--- config.mk ---
export PLATFORM = sky130hd
export DESIGN_NAME = fetch_sequencer
export DESIGN_NICKNAME = d
export VERILOG_FILES = /design/src/rtl/cpu_pkg.sv /design/src/rtl/branch_target_calc.sv /design/src/rtl/fetch_sequencer.sv
export SDC_FILE = /design/constraint.sdc
export NUM_CORES = 1
export LEC_CHECK = 0
export CORE_ASPECT_RATIO = 0.75
export CORE_MARGIN = 4
export CORE_UTILIZATION = 30
export CTS_CLUSTER_SIZE = 12
export DETAILED_ROUTE_END_ITERATION = 10
export SLEW_MARGIN = 0
export SYNTH_ARGS = -nofsm -noshare
export SYNTH_HDL_FRONTEND = slang
export SYNTH_SLANG_ARGS = --single-unit
--- constraint.sdc ---
create_clock -name clk_i -period 4.43 [get_ports clk_i]
set_input_delay 0.886 -clock clk_i [delete_from_list [all_inputs] [get_ports clk_i]]
set_output_delay 0.886 -clock clk_i [all_outputs]
set_load 0.05 [all_outputs]
--- src/rtl/cpu_pkg.sv ---
`default_nettype none
// +----------------------------------------------------------------------+
// | Package  : cpu_pkg                                                   |
// | Purpose  : Shared constants and types for the five-stage CPU front   |
// |            end: reset fetch address, instruction width and the fetch |
// |            sequencer state encoding.                                 |
// | Revision : 1.0  initial release                                      |
// +----------------------------------------------------------------------+
package cpu_pkg;

  // Instruction word width in bits
  localparam int unsigned INSTR_W = 32;

  // First fetch address after reset
  localparam logic [31:0] RESET_PC_DEFAULT = 32'h0000_3000;

  // Fetch sequencer states
  typedef enum logic [1:0] {
    S_IDLE = 2'd0,  // reset state, no request
    S_REQ  = 2'd1,  // request may issue
    S_WAIT = 2'd2   // request outstanding, address held
  } fetch_state_e;

endpackage
`default_nettype wire

--- src/rtl/branch_target_calc.sv ---
`default_nettype none
// +----------------------------------------------------------------------+
// | Module   : branch_target_calc                                        |
// | Purpose  : Combinational redirect target selection. Jumps use the    |
// |            word-aligned jump target; branches add the sign-extended, |
// |            word-scaled offset to PC+4 (32-bit wrap).                 |
// | Revision : 1.0  initial release                                      |
// +----------------------------------------------------------------------+
module branch_target_calc (
  input  logic        jump_valid_i,
  input  logic [31:0] jump_target_i,
  input  logic [31:0] br_base_i,
  input  logic [15:0] br_imme_i,
  output logic [31:0] target_o
);

  logic [31:0] br_offset;
  logic [31:0] jump_aligned;

  // Offset is in words: sign-extend to 30 bits then shift left by two
  assign br_offset    = {{14{br_imme_i[15]}}, br_imme_i, 2'b00};
  // Low two bits of a jump target are never meaningful
  assign jump_aligned = jump_target_i & 32'hFFFF_FFFC;
  // A jump takes priority when both are reported in the same cycle
  assign target_o     = jump_valid_i ? jump_aligned : (br_base_i + br_offset);

endmodule
`default_nettype wire

--- src/rtl/fetch_sequencer.sv ---
`default_nettype none
// +----------------------------------------------------------------------+
// | Module   : fetch_sequencer                                           |
// | Purpose  : Instruction-fetch controller. Owns the fetch PC, issues   |
// |            one word request at a time over req/ack, buffers one      |
// |            instruction for IF/ID and applies branch/jump redirects.  |
// | Config   : FETCH_DELAY_SLOT_EN defined   -> MIPS delay-slot redirect |
// |            FETCH_DELAY_SLOT_EN undefined -> flush-on-redirect        |
// | Revision : 1.0  initial release                                      |
// +----------------------------------------------------------------------+
module fetch_sequencer
  import cpu_pkg::*;
#(
  parameter logic [31:0] RESET_PC = RESET_PC_DEFAULT
) (
  input  logic               clk_i,
  input  logic               rst_n_i,
  output logic               imem_req_o,
  output logic [31:0]        imem_addr_o,
  input  logic               imem_ack_i,
  input  logic [INSTR_W-1:0] imem_rdata_i,
  output logic               if_valid_o,
  output logic [INSTR_W-1:0] if_instr_o,
  output logic [31:0]        if_pc_o,
  input  logic               if_stall_i,
  input  logic               br_valid_i,
  input  logic [31:0]        br_base_i,
  input  logic [15:0]        br_imme_i,
  input  logic               jump_valid_i,
  input  logic [31:0]        jump_target_i,
  output logic               flush_o,
  output logic               redirect_o
);

  fetch_state_e       state_q, state_d;
  logic [31:0]        fetch_pc_q, fetch_pc_d;
  logic [31:0]        req_addr_q, req_addr_d;
  logic               squash_q, squash_d;
  logic               buf_valid_q, buf_valid_d;
  logic [INSTR_W-1:0] buf_instr_q, buf_instr_d;
  logic [31:0]        buf_pc_q, buf_pc_d;
  logic               redirect_q;

  logic [31:0]        target;
  logic               req;
  logic [31:0]        addr;
  logic               ack;
  logic               ack_keep;
  logic               consume;
  logic               redirect;
  logic               squash_now;

  branch_target_calc u_target (
    .jump_valid_i  (jump_valid_i),
    .jump_target_i (jump_target_i),
    .br_base_i     (br_base_i),
    .br_imme_i     (br_imme_i),
    .target_o      (target)
  );

  // ID only takes the buffered word, or a redirect, in a non-stalled cycle
  assign consume  = buf_valid_q & ~if_stall_i;
  assign redirect = (br_valid_i | jump_valid_i) & ~if_stall_i;
  assign ack      = req & imem_ack_i;

`ifdef FETCH_DELAY_SLOT_EN
  logic [31:0] pend_pc_q, pend_pc_d;
  logic        pend_valid_q, pend_valid_d;

  // Only a buffered delay slot makes the in-flight fetch wrong-path
  assign squash_now = redirect & buf_valid_q & req;
  assign flush_o    = 1'b0;
`else
  // Without a delay slot every in-flight fetch behind a redirect is dead
  assign squash_now = redirect & req;
  assign flush_o    = redirect;
`endif

  assign ack_keep = ack & ~squash_q & ~squash_now;

  // FSM next state plus request/address outputs
  always_comb begin
    state_d    = state_q;
    req        = 1'b0;
    addr       = fetch_pc_q;
    req_addr_d = req_addr_q;
    case (state_q)
      S_IDLE: state_d = S_REQ;
      S_REQ: begin
        // Issue only if the buffer is guaranteed to have room at ack time
        req        = ~buf_valid_q | ~if_stall_i;
        req_addr_d = fetch_pc_q;
        if (req && !imem_ack_i) state_d = S_WAIT;
      end
      S_WAIT: begin
        // Held address is independent of any redirect that moves fetch_pc
        req  = 1'b1;
        addr = req_addr_q;
        if (imem_ack_i) state_d = S_REQ;
      end
      default: state_d = S_IDLE;
    endcase
  end

  // Buffer load/drain and squash bookkeeping
  always_comb begin
    buf_valid_d = buf_valid_q;
    buf_instr_d = buf_instr_q;
    buf_pc_d    = buf_pc_q;
    squash_d    = squash_q;
    if (ack_keep) begin
      buf_valid_d = 1'b1;
      buf_instr_d = imem_rdata_i;
      buf_pc_d    = addr;
    end else if (consume) begin
      buf_valid_d = 1'b0;
    end
    if (ack) squash_d = 1'b0;
    else if (squash_now) squash_d = 1'b1;
  end

`ifdef FETCH_DELAY_SLOT_EN
  // Next fetch PC: sequential, pending target, or immediate redirect
  always_comb begin
    fetch_pc_d   = fetch_pc_q;
    pend_pc_d    = pend_pc_q;
    pend_valid_d = pend_valid_q;
    if (ack_keep) begin
      fetch_pc_d   = pend_valid_q ? pend_pc_q : addr + 32'd4;
      pend_valid_d = 1'b0;
    end
    if (redirect) begin
      if (buf_valid_q || ack_keep) begin
        // Delay slot is buffered or completes now: target is next fetch
        fetch_pc_d   = target;
        pend_valid_d = 1'b0;
      end else begin
        // Delay slot still to come: park target until its fetch completes
        pend_pc_d    = target;
        pend_valid_d = 1'b1;
      end
    end
  end

  // Pending-redirect registers
  always_ff @(posedge clk_i) begin
    if (!rst_n_i) begin
      pend_pc_q    <= RESET_PC;
      pend_valid_q <= 1'b0;
    end else begin
      pend_pc_q    <= pend_pc_d;
      pend_valid_q <= pend_valid_d;
    end
  end
`else
  // Next fetch PC: sequential, or redirect target which always wins
  always_comb begin
    fetch_pc_d = fetch_pc_q;
    if (ack_keep) fetch_pc_d = addr + 32'd4;
    if (redirect) fetch_pc_d = target;
  end
`endif

  // State register and datapath registers; reset drops any outstanding request
  always_ff @(posedge clk_i) begin
    if (!rst_n_i) begin
      state_q     <= S_IDLE;
      fetch_pc_q  <= RESET_PC;
      req_addr_q  <= RESET_PC;
      squash_q    <= 1'b0;
      buf_valid_q <= 1'b0;
      buf_instr_q <= '0;
      buf_pc_q    <= '0;
      redirect_q  <= 1'b0;
    end else begin
      state_q     <= state_d;
      fetch_pc_q  <= fetch_pc_d;
      req_addr_q  <= req_addr_d;
      squash_q    <= squash_d;
      buf_valid_q <= buf_valid_d;
      buf_instr_q <= buf_instr_d;
      buf_pc_q    <= buf_pc_d;
      redirect_q  <= redirect;
    end
  end

  assign imem_req_o  = req;
  assign imem_addr_o = addr;
  assign if_valid_o  = buf_valid_q;
  assign if_instr_o  = buf_instr_q;
  assign if_pc_o     = buf_pc_q;
  assign redirect_o  = redirect_q;

endmodule
`default_nettype wire
==> results.sh, run 1 <==
export IMPL_status="finished, final reports clean"
export IMPL_slowest_stage="a311o_1"
export IMPL_clock_root_buffer="clkbuf_16"
export IMPL_worst_pin_slew_ns=0.721
export IMPL_drive_gt1_share_pct=9.37
export IMPL_dieArea_um2=28000
export IMPL_slew_headroom_pct=51.8
export IMPL_clk_pin_slew_ns=0.07
export IMPL_synth_area_um2=7600
export IMPL_grt_max_degree=58
export IMPL_io_pins=218
export IMPL_utilization_pct=43.0
export IMPL_grt_usage_pct=17.2
export IMPL_initial_utilization_pct=30.4
export IMPL_postSynth_asyncResetShare_pct=0
export IMPL_cts_repair_resized=0
export IMPL_cts_tree="done"
export IMPL_synthTopCellsByCount="dfxtp_1, nand2_1, nor2_1"
export IMPL_period_share_pct=84.2
export IMPL_cts_hold_buffers_added=0
export IMPL_worstSetupPathType="in2reg"
export IMPL_dp_hpwl_um=18000
export IMPL_fin_nets=1270
export IMPL_clock_sinks=133
export IMPL_numCtsBuffers=17
export IMPL_antennaDiodeCount=0
export IMPL_fillers=2489
export IMPL_vias=7340
export IMPL_fmax_mhz=268
export IMPL_drt_pass1_iterations=5
export IMPL_synth_ff_latch_count=133
export IMPL_synth_cell_types=69
export IMPL_synth_nets=1070
export IMPL_worstPathArrival_ns=4.04
export IMPL_syn_inst=918
export IMPL_drc=0
export IMPL_clock_latency_ns=0.43
export IMPL_crit_chain="clkdlybuf4s50_1 > ha_1 > fa_1 > a21o_1 > o21ai_2 > a31oi_1 > a311o_1 > a41oi_2 > a21oi_2 > a311oi_2 > mux2i_1 > nor4_2"
export IMPL_required_ns=4.74
export IMPL_antenna_found_initial=1
export IMPL_routed_wl_um=24600
export IMPL_hold_class="reg2reg"
export IMPL_core_um2=25000
export IMPL_portBuffers=215
export IMPL_finalClockSkew_ns=0.0134
export IMPL_h_tree_depth=4
export IMPL_grt_overflow=0
export IMPL_yosys_area_top_type_share_pct=35.1
export IMPL_finalPower_mw=3.87
export IMPL_drt_iter0_markers=355
export IMPL_critPathCaptureType="flop"
export IMPL_grt_pass1_wl_um=38800
export IMPL_powerDensity_nw_per_um2=360
export IMPL_min_period_ns=3.73
export IMPL_synth_top_cells_by_area="dfxtp_1, mux2i_1, nand2_1"
export IMPL_routedWlPerCell_um=16.7
export IMPL_synthFlopType="dfxtp_1"
export IMPL_p_leak_nw=4.05
export IMPL_hold_viol_final=0
export IMPL_synth_warnings=0
export IMPL_yosysSeqAreaShare_pct=35.1
export IMPL_place_gp_congestion=0.841
export IMPL_viasPerCell=5.00
export IMPL_vdd_drop_max_v=0.000249
export IMPL_cts_setup_buffers=0
export IMPL_cp_max_fo=4
export IMPL_synth_edf_count=0
export IMPL_syn2layout_area_growth_pct=41.3
export IMPL_cp_start_kind="primary input"
export IMPL_avgSynthCellArea_um2=8.27
export IMPL_drv_slew=0
export IMPL_synth_most_common_cell="dfxtp_1"
export IMPL_ant_nets=0
export IMPL_rows=50
export IMPL_drv_cap=0
export IMPL_clockBufferDepth=2
export IMPL_synth_area_leader_cell="dfxtp_1"
export IMPL_cpPeakStageDelay_ns=0.47
export IMPL_die_x_um=192
export IMPL_die_h_um=146
export IMPL_grt_pass1_vias=7102
export IMPL_finalSetupTns_ns=0
export IMPL_rsz0062_at_grt="false"
export IMPL_setup_violations=0
[final timing paths]
kind | end | cells past startpoint | startpoint | slack [ns]
worst max-delay path | fetch_pc_q[30] | 12 | br_base_i[2] | 0.70
worst min-delay path | if_instr_o[16] | 2 | if_instr_o[16] | 0.45
worst max register to register | fetch_pc_q[30] | 14 | state_q[0] | 1.23
worst min register to register | if_instr_o[16] | 2 | if_instr_o[16] | 0.45
[cells by family (layout without fill, tap and decap cells)]
kind of cell               after synthesis  in the layout  share of synthesized area [%]
xor gates and xnor gates                50             50                           5.77
adders and majority gates               34             34                           5.70
DFF                                    133            133                           35.1
buffers and inverters                   75            288                           4.20
AOI/OAI and AO/OA                      218            218                           19.6
and+or+nand+nor                        339            339                           20.3
muxes                                   69             69                           9.42
[cell usage in the layout, fill, tap and decap left out, types with 3 or more instances in the layout]
| cell | synthesis | routed |
|---|---|---|
| nand3_1 | 13 | 13 |
| nand2b_1 | 6 | 6 |
| mux2i_1 | 49 | 49 |
| inv_1 | 18 | 18 |
| o21ai_0 | 33 | 33 |
| a221oi_2 | 3 | 3 |
| and3_1 | 6 | 6 |
| or2_2 | 3 | 3 |
| buf_4 | 2 | 20 |
| o22ai_1 | 3 | 3 |
| nor3b_1 | 4 | 4 |
| o21ai_1 | 3 | 3 |
| dfxtp_1 | 133 | 133 |
| o211ai_1 | 6 | 6 |
| mux2_2 | 20 | 20 |
| a311oi_1 | 5 | 5 |
| xor2_1 | 18 | 18 |
| a21o_1 | 17 | 17 |
| nor2b_1 | 7 | 7 |
| nand4_1 | 5 | 5 |
| and2_1 | 7 | 7 |
| clkinv_2 | 0 | 3 |
| clkdlybuf4s50_1 | 0 | 214 |
| ha_1 | 33 | 31 |
| nand2_1 | 121 | 121 |
| nor3_1 | 34 | 34 |
| clkbuf_16 | 0 | 17 |
| o221ai_1 | 4 | 4 |
| buf_12 | 0 | 3 |
| a31oi_1 | 8 | 8 |
| xnor2_1 | 32 | 32 |
| a221oi_1 | 4 | 4 |
| a211oi_1 | 31 | 31 |
| a21oi_1 | 72 | 72 |
| nor2_1 | 119 | 119 |
| inv_6 | 0 | 7 |
| a222oi_1 | 4 | 4 |
[registers in the layout, indices dropped and copies added, names as in the netlist]
register,flops
fetch_pc_q,32
if_instr_o,32
if_pc_o,32
req_addr_q,32
state_q,2
if_valid_o,1
redirect_o,1
squash_q,1
[power breakdown]
| group | total, mW | switching, mW | internal (mW) |
|---|---|---|---|
| Combinational | 1.10 | 0.650 | 0.448 |
| Clock | 1.44 | 0.599 | 0.845 |
| Sequential | 1.32 | 0.0522 | 1.27 |
| Total | 3.87 | 1.30 | 2.56 |
[layout make-up]
cell class / count / area, µm² / share of cell area [%]
clock inverters: 15 / 168 / 1.56
flip-flops and latches: 133 / 2660 / 24.8
multi-input cells: 710 / 4630 / 43.1
inverters: 19 / 72.6 / 0.676
repair buffers: 237 / 2350 / 21.9
clock buffers: 17 / 425 / 3.96
well taps: 338 / 423 / 3.94
[layer usage]
layer	global-route usage, %	wire length, µm	vias to the layer above	part of all wire, %
met4	2.62	107	2	0.44
li1	-	-	3645	-
met2	27.4	11400	183	47
met1	23.9	11600	3498	47
met3	4.32	1460	12	5.9
met5	0	12	-	0.049
[worst max-delay path: cells and delay by family]
family | cells | cell delay (ns)
AO/OA/AOI/OAI | 7 | 1.80
AND/OR/NAND/NOR | 1 | 0.05
multiplexers | 1 | 0.26
buffers and inverters | 1 | 0.40
adder cells (fa/ha/maj) | 2 | 0.64
[per-stage QoR]
step	area [µm²]	cells	worst slack, ns	hold slack [ns]
floorplan	7600	918	1.06	0.441
global placement	10100	1437	0.280	0.442
detailed placement	10100	1437	0.227	0.448
CTS	10700	1469	0.691	0.457
global route	10700	1469	0.498	0.476
finish	10700	1469	0.702	0.454
(Power assumes the default switching activity.)
==> inputs of run 2 (changes only) <==
- clock period: 4.43 -> 3.5 ns (I/O delays scaled with it)
==> run 2 against run 1 <==
  * Flip-flop and latch count unchanged
  * Die area unchanged
  * Clock power up 20%
  * Sequential power up 27%
  * Global-route usage about the same
  * Sequential share of layout area down 0.72 points
  * Via count up 0.84%
  * Register-to-register slack worse by 0.82 ns
  * Combinational power up 33%
  * Clock skew down 0.0026 ns
  * Setup slack worse by 0.62 ns
  * Largest cell class unchanged
==> results.sh, run 2 (same netlist as run 1, synthesis figures left out) <==
export IMPL_clockBufferDepth=2
export IMPL_ant_nets=0
export IMPL_vdd_drop_max_v=0.000334
export IMPL_worstPathArrival_ns=3.72
export IMPL_sequentialPowerShare_pct=34.5
export IMPL_hold_class="reg2reg"
export IMPL_clk_pin_slew_ns=0.07
export IMPL_io_pins=218
export IMPL_cts_setup_buffers=0
export IMPL_worst_pin_slew_ns=0.682
export IMPL_vias=7402
export IMPL_portBuffers=215
export IMPL_required_ns=3.80
export IMPL_finalClockSkew_ns=0.0108
export IMPL_viasPerCell=4.90
export IMPL_slew_headroom_pct=54.4
export IMPL_slowest_stage="a311o_1"
export IMPL_h_tree_depth=4
export IMPL_drc=0
export IMPL_worstSetupPathType="in2reg"
export IMPL_rows=50
export IMPL_drive_gt1_share_pct=13.0
export IMPL_place_area_um2=10500
export IMPL_antenna_found_initial=0
export IMPL_rsz0062_at_grt="true"
export IMPL_r2r_slack_ns=0.41
export IMPL_syn2layout_area_growth_pct=45.5
export IMPL_min_period_ns=3.42
export IMPL_status="finished, final reports clean"
export IMPL_numCtsBuffers=17
export IMPL_dieArea_um2=28000
export IMPL_cts_tree="done"
export IMPL_switchingPower_mw=1.64
export IMPL_drt_iter0_markers=354
export IMPL_clkPwrFrac_pct=35.6
export IMPL_powerDensity_nw_per_um2=441
export IMPL_fmax_mhz=293
export IMPL_core_um2=25000
export IMPL_grt_pass1_wl_um=38500
export IMPL_drv_cap=0
export IMPL_clock_root_buffer="clkbuf_16"
export IMPL_antennaDiodeCount=0
export IMPL_drt_pass1_iterations=4
export IMPL_clock_sinks=133
export IMPL_grt_overflow=0
export IMPL_initial_utilization_pct=30.4
export IMPL_finalSetupTns_ns=0
export IMPL_clock_latency_ns=0.42
export IMPL_grt_usage_pct=17.1
export IMPL_grt_pass1_vias=7035
export IMPL_die_h_um=146
export IMPL_critPathCaptureType="flop"
export IMPL_final_common_cell="clkdlybuf4s50_1"
export IMPL_period_share_pct=97.6
export IMPL_crit_chain="clkdlybuf4s50_1 > ha_1 > fa_1 > a21o_1 > o21ai_2 > a31oi_2 > a311o_1 > a41oi_2 > a21oi_2 > a311oi_2 > mux2i_1 > nor4_2"
export IMPL_switching_share_pct=33.6
export IMPL_place_gp_congestion=0.855
export IMPL_cpPeakStageDelay_ns=0.44
export IMPL_die_x_um=192
export IMPL_grt_max_degree=50
export IMPL_final_cell_area_um2=11100
export IMPL_cts_hold_buffers_added=0
export IMPL_combinationalPowerShare_pct=29.9
export IMPL_fin_nets=1313
export IMPL_p_int_mw=3.23
export IMPL_cp_max_fo=4
export IMPL_drv_slew=0
export IMPL_setup_violations=0
export IMPL_cp_start_kind="primary input"
export IMPL_routedWlPerCell_um=16.5
export IMPL_routed_wl_um=24900
export IMPL_layout_common_cells="clkdlybuf4s50_1, dfxtp_1, nand2_1"
export IMPL_dp_hpwl_um=18400
export IMPL_p_leak_nw=4.27
export IMPL_hold_viol_final=0
==> run 2: cell types whose count changed in the layout (fill, tap and decap cells not counted), sizes merged, moves of 2 or more <==
cell,change
buf,+46
clkbuf,+2
clkdlybuf4s50,-7
clkinv,-2
clkinvlp,+5
dlygate4sd2,+3
inv,-4
==> run 2: worst paths after layout <==
check / start / depth (start not counted) / end
hold reg to reg: if_instr_o[22] / 2 / if_instr_o[22]
setup / recovery: br_base_i[2] / 12 / fetch_pc_q[30]
setup reg to reg: state_q[0] / 13 / fetch_pc_q[30]
hold / removal: if_instr_o[22] / 2 / if_instr_o[22]
==> run 2: final cells by class <==
cell class | count | area [µm²]
repair buffers | 280 | 2690
clock buffers | 19 | 443
clock inverters | 13 | 124
multi-input cells | 710 | 4640
fillers | 2437 | 13900
well taps | 338 | 423
inverters | 19 | 72.6
flip-flops and latches | 133 | 2660
==> run 2: stage by stage <==
stage	total power, mW	util [%]	setup slack [ns]	hold WS, ns	instances
after floorplan	2.61	-	0.315	0.441	918
after global placement	3.16	42.0	-0.372	0.440	1480
after detailed placement	3.17	42.0	-0.400	0.448	1480
after CTS	4.92	44.2	0.0281	0.456	1512
after global routing	5.11	44.3	-0.0403	0.470	1512
final	4.87	44.3	0.0836	0.453	1512
==> run 2: repair_timing <==
action | in CTS | in global routing
pin swaps | 0 | 1
gates resized for setup | 3 | 3
setup endpoints to repair | 3 | 5
==> run 2: power by group through the flow <==
stage	combinational [mW]	sequential (mW)	clock, mW
finish	1.46	1.68	1.73
detailed placement	1.46	1.71	0
global route	1.57	1.69	1.85
floorplan	0.799	1.81	0
CTS	1.46	1.68	1.78
global placement	1.45	1.71	0
==> run 2: routing by layer <==
layer  track usage, %  up-vias  part of all wire [%]
li1                 -     3725                     -
met1             24.1     3475                    48
met2             26.8      183                    46
met3             4.48       19                   5.5
met4             2.94        0                  0.84
met5                0        -                     0
==> run 2: worst max-delay path, delay by kind of cell <==
kind / cells / cell delay, ns
AND/OR/NAND/NOR: 1 / 0.05
AO/OA/AOI/OAI: 7 / 1.68
adder cells (fa/ha/maj): 2 / 0.63
buffers and inverters: 1 / 0.41
multiplexers: 1 / 0.26
==> inputs of run 3 (changes only) <==
- TNS_END_PERCENT: not set -> 30
==> results of run 3 <==
Same layout as run 2: the final DEF is identical, and so are final timing and power.
